**src/rtl/gpr_pkg.sv**
```systemverilog
// gpr_pkg: shared definitions for the gpr_mp register file.
// It holds the default geometry, the hard-wired zero register index and the
// write-address one-hot decoder that the scoreboard uses.
package gpr_pkg;

    localparam int GPR_WIDTH_DEFAULT = 32;
    localparam int GPR_DEPTH_DEFAULT = 32;
    localparam int GPR_NREAD_DEFAULT = 2;

    // Number of write ports; the port numbering also sets collision priority
    // (the higher-numbered port wins).
    localparam int GPR_NWRITE = 2;

    // Register that always reads zero and never becomes busy.
    localparam int REG_ZERO = 0;

    // Decoder geometry. Callers zero-extend their AW-bit address to
    // GPR_MAX_AW bits and truncate the result to DEPTH bits, so one decoder
    // serves every parameterisation with DEPTH <= GPR_MAX_DEPTH.
    localparam int GPR_MAX_AW    = 10;
    localparam int GPR_MAX_DEPTH = 1 << GPR_MAX_AW;

    // One-hot decode of an address. The output is all-zero when the enable is
    // low or when the address is the zero register, so callers never need a
    // separate zero-register guard.
    function automatic logic [GPR_MAX_DEPTH-1:0] addr_onehot(
        input logic                  en,
        input logic [GPR_MAX_AW-1:0] addr
    );
        logic [GPR_MAX_DEPTH-1:0] oh;
        oh = '0;
        if (en && (addr != GPR_MAX_AW'(REG_ZERO))) begin
            oh[addr] = 1'b1;
        end
        return oh;
    endfunction

endpackage

```
**src/rtl/gpr_scoreboard.sv**
```systemverilog
// gpr_scoreboard: per-register busy bits that mark an outstanding producer.
// Issue sets a bit and a writeback clears it; when both land on the same
// register in one cycle, set wins because the new producer supersedes the
// retiring one. busy_cnt is the registered population count of the busy bits.
module gpr_scoreboard
    import gpr_pkg::*;
#(
    parameter int DEPTH = GPR_DEPTH_DEFAULT,
    parameter int AW    = $clog2(GPR_DEPTH_DEFAULT)
) (
    input  logic                       clk,
    input  logic                       rst,
    input  logic                       iss_valid,
    input  logic [AW-1:0]              iss_reg,
    input  logic [GPR_NWRITE-1:0]      we,
    input  logic [GPR_NWRITE*AW-1:0]   waddr,
    output logic [DEPTH-1:0]           busy,
    output logic [AW:0]                busy_cnt
);

    logic [DEPTH-1:0] set_vec;
    logic [DEPTH-1:0] clr_vec;
    logic [DEPTH-1:0] busy_reg;
    logic [DEPTH-1:0] busy_next;
    logic [AW:0]      cnt_reg;
    logic [AW:0]      cnt_next;

    // Decode issue and writeback; clear is applied first so that set wins.
    always_comb begin
        set_vec = DEPTH'(addr_onehot(iss_valid, GPR_MAX_AW'(iss_reg)));
        clr_vec = '0;
        for (int k = 0; k < GPR_NWRITE; k++) begin
            clr_vec = clr_vec | DEPTH'(addr_onehot(we[k], GPR_MAX_AW'(waddr[k*AW +: AW])));
        end
        busy_next = (busy_reg & ~clr_vec) | set_vec;
        busy_next[REG_ZERO] = 1'b0;
    end

    // Population count of the next busy vector; register 0 can never be set,
    // so the result is bounded by DEPTH-1 and fits in AW+1 bits.
    always_comb begin
        cnt_next = '0;
        for (int r = 1; r < DEPTH; r++) begin
            cnt_next = cnt_next + (AW+1)'(busy_next[r]);
        end
    end

    // Busy bits and their count advance together so busy_cnt always matches.
    always_ff @(posedge clk or negedge rst) begin
        if (!rst) begin
            busy_reg <= '0;
            cnt_reg  <= '0;
        end else begin
            busy_reg <= busy_next;
            cnt_reg  <= cnt_next;
        end
    end

    assign busy     = busy_reg;
    assign busy_cnt = cnt_reg;

endmodule

```
**src/rtl/gpr_mp.sv**
```systemverilog
// gpr_mp: multi-port general-purpose register file for the MIPS-lite core.
// NREAD combinational read ports, two synchronous write ports (port 1 wins a
// same-address collision), register 0 hard-wired to zero, and a scoreboard
// reporting registers with an outstanding producer.
// Optional feature macro: GPR_BYPASS_EN -- when defined, same-cycle write data
// is forwarded to matching read ports and the busy bit about to be cleared by
// that write is hidden from rbusy.
module gpr_mp
    import gpr_pkg::*;
#(
    parameter  int WIDTH = GPR_WIDTH_DEFAULT,
    parameter  int DEPTH = GPR_DEPTH_DEFAULT,
    parameter  int NREAD = GPR_NREAD_DEFAULT,
    localparam int AW    = $clog2(DEPTH)
) (
    input  logic                      clk,
    input  logic                      rst,
    input  logic [NREAD*AW-1:0]       raddr,
    output logic [NREAD*WIDTH-1:0]    rdata,
    output logic [NREAD-1:0]          rbusy,
    input  logic [1:0]                we,
    input  logic [2*AW-1:0]           waddr,
    input  logic [2*WIDTH-1:0]        wdata,
    input  logic                      iss_valid,
    input  logic [AW-1:0]             iss_reg,
    output logic [AW:0]               busy_cnt
);

    logic [AW-1:0]                waddr0;
    logic [AW-1:0]                waddr1;
    logic [WIDTH-1:0]             wdata0;
    logic [WIDTH-1:0]             wdata1;
    logic [DEPTH-1:0][WIDTH-1:0]  regs;
    logic [DEPTH-1:0]             busy;

    assign waddr0 = waddr[0  +: AW];
    assign waddr1 = waddr[AW +: AW];
    assign wdata0 = wdata[0     +: WIDTH];
    assign wdata1 = wdata[WIDTH +: WIDTH];

    gpr_scoreboard #(
        .DEPTH (DEPTH),
        .AW    (AW)
    ) u_sb (
        .clk       (clk),
        .rst       (rst),
        .iss_valid (iss_valid),
        .iss_reg   (iss_reg),
        .we        (we),
        .waddr     (waddr),
        .busy      (busy),
        .busy_cnt  (busy_cnt)
    );

    genvar gi;

    // Storage: one register per address; register 0 is a constant.
    generate
        for (gi = 0; gi < DEPTH; gi++) begin : g_reg
            if (gi == REG_ZERO) begin : g_zero
                assign regs[gi] = '0;
            end else begin : g_store
                logic [WIDTH-1:0] q_reg;

                // Write port 1 is tested first so it wins a collision.
                always_ff @(posedge clk or negedge rst) begin
                    if (!rst) begin
                        q_reg <= '0;
                    end else if (we[1] && (waddr1 == AW'(gi))) begin
                        q_reg <= wdata1;
                    end else if (we[0] && (waddr0 == AW'(gi))) begin
                        q_reg <= wdata0;
                    end
                end

                assign regs[gi] = q_reg;
            end
        end
    endgenerate

    // Read ports: a plain mux per port, optionally fronted by write forwarding.
    generate
        for (gi = 0; gi < NREAD; gi++) begin : g_rd
            logic [AW-1:0]    ra;
            logic [WIDTH-1:0] rd;
            logic             rb;

            assign ra = raddr[gi*AW +: AW];

`ifdef GPR_BYPASS_EN
            logic hit0;
            logic hit1;
            logic iss_hit;

            assign hit0    = we[0] && (waddr0 == ra) && (ra != AW'(REG_ZERO));
            assign hit1    = we[1] && (waddr1 == ra) && (ra != AW'(REG_ZERO));
            assign iss_hit = iss_valid && (iss_reg == ra);

            // Forward in-flight write data (port 1 over port 0) and hide a
            // busy bit this write retires unless a same-cycle issue re-arms it.
            always_comb begin
                rd = regs[ra];
                if (hit0) begin
                    rd = wdata0;
                end
                if (hit1) begin
                    rd = wdata1;
                end
                rb = busy[ra];
                if ((hit0 || hit1) && !iss_hit) begin
                    rb = 1'b0;
                end
            end
`else
            assign rd = regs[ra];
            assign rb = busy[ra];
`endif

            assign rdata[gi*WIDTH +: WIDTH] = rd;
            assign rbusy[gi]                = rb;
        end
    endgenerate

endmodule

```
**config.mk**
```make
export PLATFORM = sky130hd
export DESIGN_NAME = gpr_mp
export DESIGN_NICKNAME = d
export VERILOG_FILES = /design/src/rtl/gpr_pkg.sv /design/src/rtl/gpr_scoreboard.sv /design/src/rtl/gpr_mp.sv
export SDC_FILE = /design/constraint.sdc
export NUM_CORES = 2
export LEC_CHECK = 0
export ABC_CLOCK_PERIOD_IN_PS = 5460
export CAP_MARGIN = 20
export CORE_ASPECT_RATIO = 0.7
export CORE_UTILIZATION = 23
export CTS_CLUSTER_DIAMETER = 30
export DETAILED_ROUTE_END_ITERATION = 10
export GPL_TIMING_DRIVEN = 0
export HOLD_SLACK_MARGIN = 0.12
export RECOVER_POWER = 50
export SLEW_MARGIN = 15
export SYNTH_ARGS = -nofsm -noshare
export SYNTH_HDL_FRONTEND = slang
export SYNTH_HIERARCHICAL = 1
export SYNTH_SLANG_ARGS = --single-unit
```
**constraint.sdc**
```tcl
create_clock -name clk -period 5.46 [get_ports clk]
set_input_delay 1.092 -clock clk [delete_from_list [all_inputs] [get_ports clk]]
set_output_delay 1.092 -clock clk [all_outputs]
set_load 0.01 [all_outputs]
```
==> impl_metrics.tcl <==
set metrics [dict create \
    area_growth_pct 25.63 \
    die_area_sq_um 285200 \
    power.total_mw 37.40 \
    slowest_stage "clkdlybuf4s50_1" \
    largest_reg_flops 992 \
    worstPathMaxFanout 10 \
    cts_buffers 233 \
    cts_tree "built" \
    drcViolationCount 0 \
    cts_root_buf "clkbuf_16" \
    max_cap_viol_count 0 \
    syn_area_sq_um 65100 \
    required_ns 4.37 \
    dpl_cell_area_sq_um 72020 \
    violations "setup timing" \
    peakVddDrop_mv 0.5753 \
    drtPass1Iterations 9 \
    cts.sink_count 1029 \
    globalplace.congestion 1.024 \
    grt_remaining_overflow 0 \
    core_sq_um 281600 \
    wl_met1_um 138400 \
    finalCritPeriodShare 1.028 \
    netlist_instances 6264 \
    clk_pin_slew_worst_paths_ns 0.04 \
    slew_violations 0 \
    cp_top_family "buffers and inverters" \
    worstHoldPathCells 1 \
    finalHoldViolCount 0 \
    drt.antenna.violating_nets 0 \
    crit_path_end_kind "primary output" \
    syn_avg_cell_area_sq_um 10.39 \
    route.met3.wl_um 59240 \
    fp-row-count 163 \
    synth_seq_area_share 0.3955 \
    r2r_end "u_sb/busy_cnt[4]$_DFF_PN0_" \
    wirelength_um 356300 \
    post_drt_wl_per_cell_um 33.19 \
    die_x_um 637.9 \
    cp-start-kind "input port" \
    setup_viol 33 \
    powerDensity_nw_per_um2 457.3 \
    antenna_found_initial 30 \
    critical_path_class "input port to primary output" \
    pre_cts_slack_ns -1.763 \
    highest_layer "met5" \
    grt_max_degree 151 \
    ys_warn_count 6 \
    hp-start "u_sb/busy[31]$_DFF_PN0_" \
    setup_tns_ns -1.642 \
    fin_util 0.2904 \
    die_h_um 447.1 \
    grt.total_usage 0.2411 \
    rsz0062_at_grt "true" \
    io_pins 166 \
    drive_above_1_share 0.1945 \
    cp_slowest_stage_delay_ns 0.66 \
    holdPathEnd "u_sb/busy[31]$_DFF_PN0_" \
    htree_levels 4 \
    reg2regPathDepth 18 \
    grt_pass1_wl_um 481500 \
    final.setup.worst_slack_ns -0.1543 \
    critical_path_buf_inv_count 4 \
    path_cells "clkdlybuf4s15_2, buf_4, nand2_2, clkbuf_2, o22ai_1, a211oi_1, o31ai_2, clkdlybuf4s50_1" \
    drt_first_iter_violations 11030 \
    slew_headroom 0.1229 \
    worstReg2RegStart "u_sb/busy[20]$_DFF_PN0_" \
    cp.arrival_ns 4.52 \
    viasPerCell 5.798 \
    vias 62240 \
    fill_cells 29120 \
    portBuffers 160 \
    min_path_type "flop to flop" \
    synth-seq-cells 1029 \
    final_nets 6834 \
    tightest_slew_ns 1.316 \
    route.met2.wl_um 137700 \
    cts_max_path_buffers 3 \
    max_freq_mhz 178.1 \
    syn_nets 6390 \
    post-route-min-period_ns 5.614 \
    leakagePower_nw 34.65 \
    yosysUniqueCellTypes 41 \
    grt_pass1_vias 59270 \
    outcome "complete, but fails checks" \
    insertion_delay_ns 0.83 \
    ff2ff_setup_slack_ns 0.50 \
    dp_hpwl_um 264500 \
    initial_core_util 0.2311 \
    stdcell_area_sq_um 81790 \
    skew_ns 0.02919 \
]
==> logic make-up (layout without fill, tap and decap cells) <==
family,Yosys count,after routing,synth area share
and+or+nand+nor,1309,1309,0.08216
buffers and inverters,760,1411,0.04780
AOI/OAI and AO/OA,1508,1508,0.1369
muxes,1622,1622,0.3283
xor gates and xnor gates,3,3,0.0004037
adders and majority gates,32,32,0.008802
DFF,1029,1029,0.3955
other,1,26,0.00005760
==> per-layer routing <==
layer | vias up | GRT usage
li1 | 23940 | -
met1 | 31470 | 0.3194
met2 | 5745 | 0.3198
met3 | 1043 | 0.1200
met4 | 38 | 0.1164
met5 | - | 0.003212
==> how the worst max path moves through the flow <==
stage / from / end / slack, ns / depth (start not counted)
after CTS: raddr[7] / rdata[41] / -0.01 / 8
after detailed placement: waddr[2] / u_sb/busy_cnt[4]$_DFF_PN0_ / -1.76 / 21
final: raddr[2] / rdata[21] / -0.15 / 8
after floorplan: waddr[8] / u_sb/busy_cnt[4]$_DFF_PN0_ / -0.25 / 21
after global routing: we[0] / u_sb/busy_cnt[4]$_DFF_PN0_ / -0.19 / 21
after global placement: rst / g_reg[4].g_store.q_reg[19]$_DFFE_PN0P_ / -45.48 / 1
==> what timing repair did <==
item / 4_1_cts / 5_1_grt
pin swaps: 8 / 10
gates resized for setup: 318 / 69
endpoints found under the hold margin: 44 / 0
hold buffers: 1 / 0
endpoints found under the setup margin: 71 / 42
gates cloned: 0 / 0
setup buffers: 13 / 8
==> layout by cell type, fill, tap and decap left out, drive strengths merged, types with 4 or more instances in the layout <==
master,instances
a32o,18
a22oi,14
mux2,66
clkbuf,842
mux4,404
a32oi,18
clkdlybuf4s15,7
ha,9
and3,35
dfrtp,1029
fa,23
inv,43
and2,41
nand2,355
buf,246
clkinv,70
bufinv,37
nand3,13
a21oi,770
nand4,4
a211oi,64
nand2b,11
nor2b,22
mux2i,1152
nor3b,4
nor3,7
clkinvlp,22
a22o,205
o31ai,64
o21ai,289
clkdlybuf4s50,140
diode,25
o22ai,64
nor2,802
==> Yosys cell counts <==
library cell | count | area (sq um)
buf_4 | 19 | 142.6
nor2_1 | 802 | 3010
nand2b_1 | 11 | 68.82
fa_1 | 23 | 460.4
and3_1 | 35 | 219.0
ha_1 | 9 | 112.6
xnor2_1 | 3 | 26.28
buf_1 | 18 | 67.56
nand4_1 | 4 | 25.02
and4_1 | 2 | 17.52
o21ai_0 | 289 | 1446
o22ai_1 | 64 | 400.4
inv_2 | 1 | 3.750
clkbuf_1 | 544 | 2042
nand4b_1 | 3 | 26.28
nor3_2 | 2 | 20.02
a21oi_1 | 770 | 3854
mux2_2 | 66 | 743.2
nor3_1 | 5 | 25.02
dfrtp_1 | 1029 | 25750
and4bb_2 | 3 | 37.54
nor3b_2 | 4 | 50.05
a32oi_1 | 18 | 157.7
buf_2 | 150 | 750.7
and2_1 | 41 | 256.5
nor2b_1 | 22 | 137.6
or3_1 | 3 | 18.77
o31ai_1 | 64 | 480.5
a211oi_1 | 64 | 480.5
a22o_1 | 205 | 1795
a22oi_1 | 14 | 105.1
conb_1 | 1 | 3.750
mux4_2 | 404 | 9099
nand2_1 | 355 | 1333
a32o_1 | 18 | 180.2
mux2i_1 | 1152 | 11530
nand3_1 | 13 | 65.06
nor4b_1 | 1 | 8.760
a21o_1 | 2 | 15.01
and4b_1 | 3 | 30.03
inv_1 | 28 | 105.1
==> power by group <==
| group | switching (mW) | total (mW) | internal [mW] |
|---|---|---|---|
| registers | 2.04 | 11.8 | 9.78 |
| logic | 5.09 | 10.2 | 5.11 |
| clock network | 5.20 | 15.4 | 10.2 |
==> through the flow <==
stage	std cells	hold WS, ns
floorplan	6264	0.5000
global placement	10220	0.5424
detailed placement	10240	0.5660
CTS	10700	0.5780
global route	10720	0.5798
finish	10740	0.5713
==> final cells by class <==
| class | count | area, sq um | share of cell area |
|---|---|---|---|
| clock buffer | 299 | 6509 | 0.07958 |
| clock inverter | 143 | 2072 | 0.02533 |
| inverter | 29 | 112.6 | 0.001377 |
| sequential | 1029 | 25750 | 0.3148 |
| antenna | 25 | 62.56 | 0.0007649 |
| buffer | 729 | 3314 | 0.04052 |
| timing repair buffer | 211 | 2287 | 0.02796 |
| tap | 3795 | 4748 | 0.05805 |
| multi-input combinational | 4475 | 36930 | 0.4516 |
(Power assumes the default switching activity.)
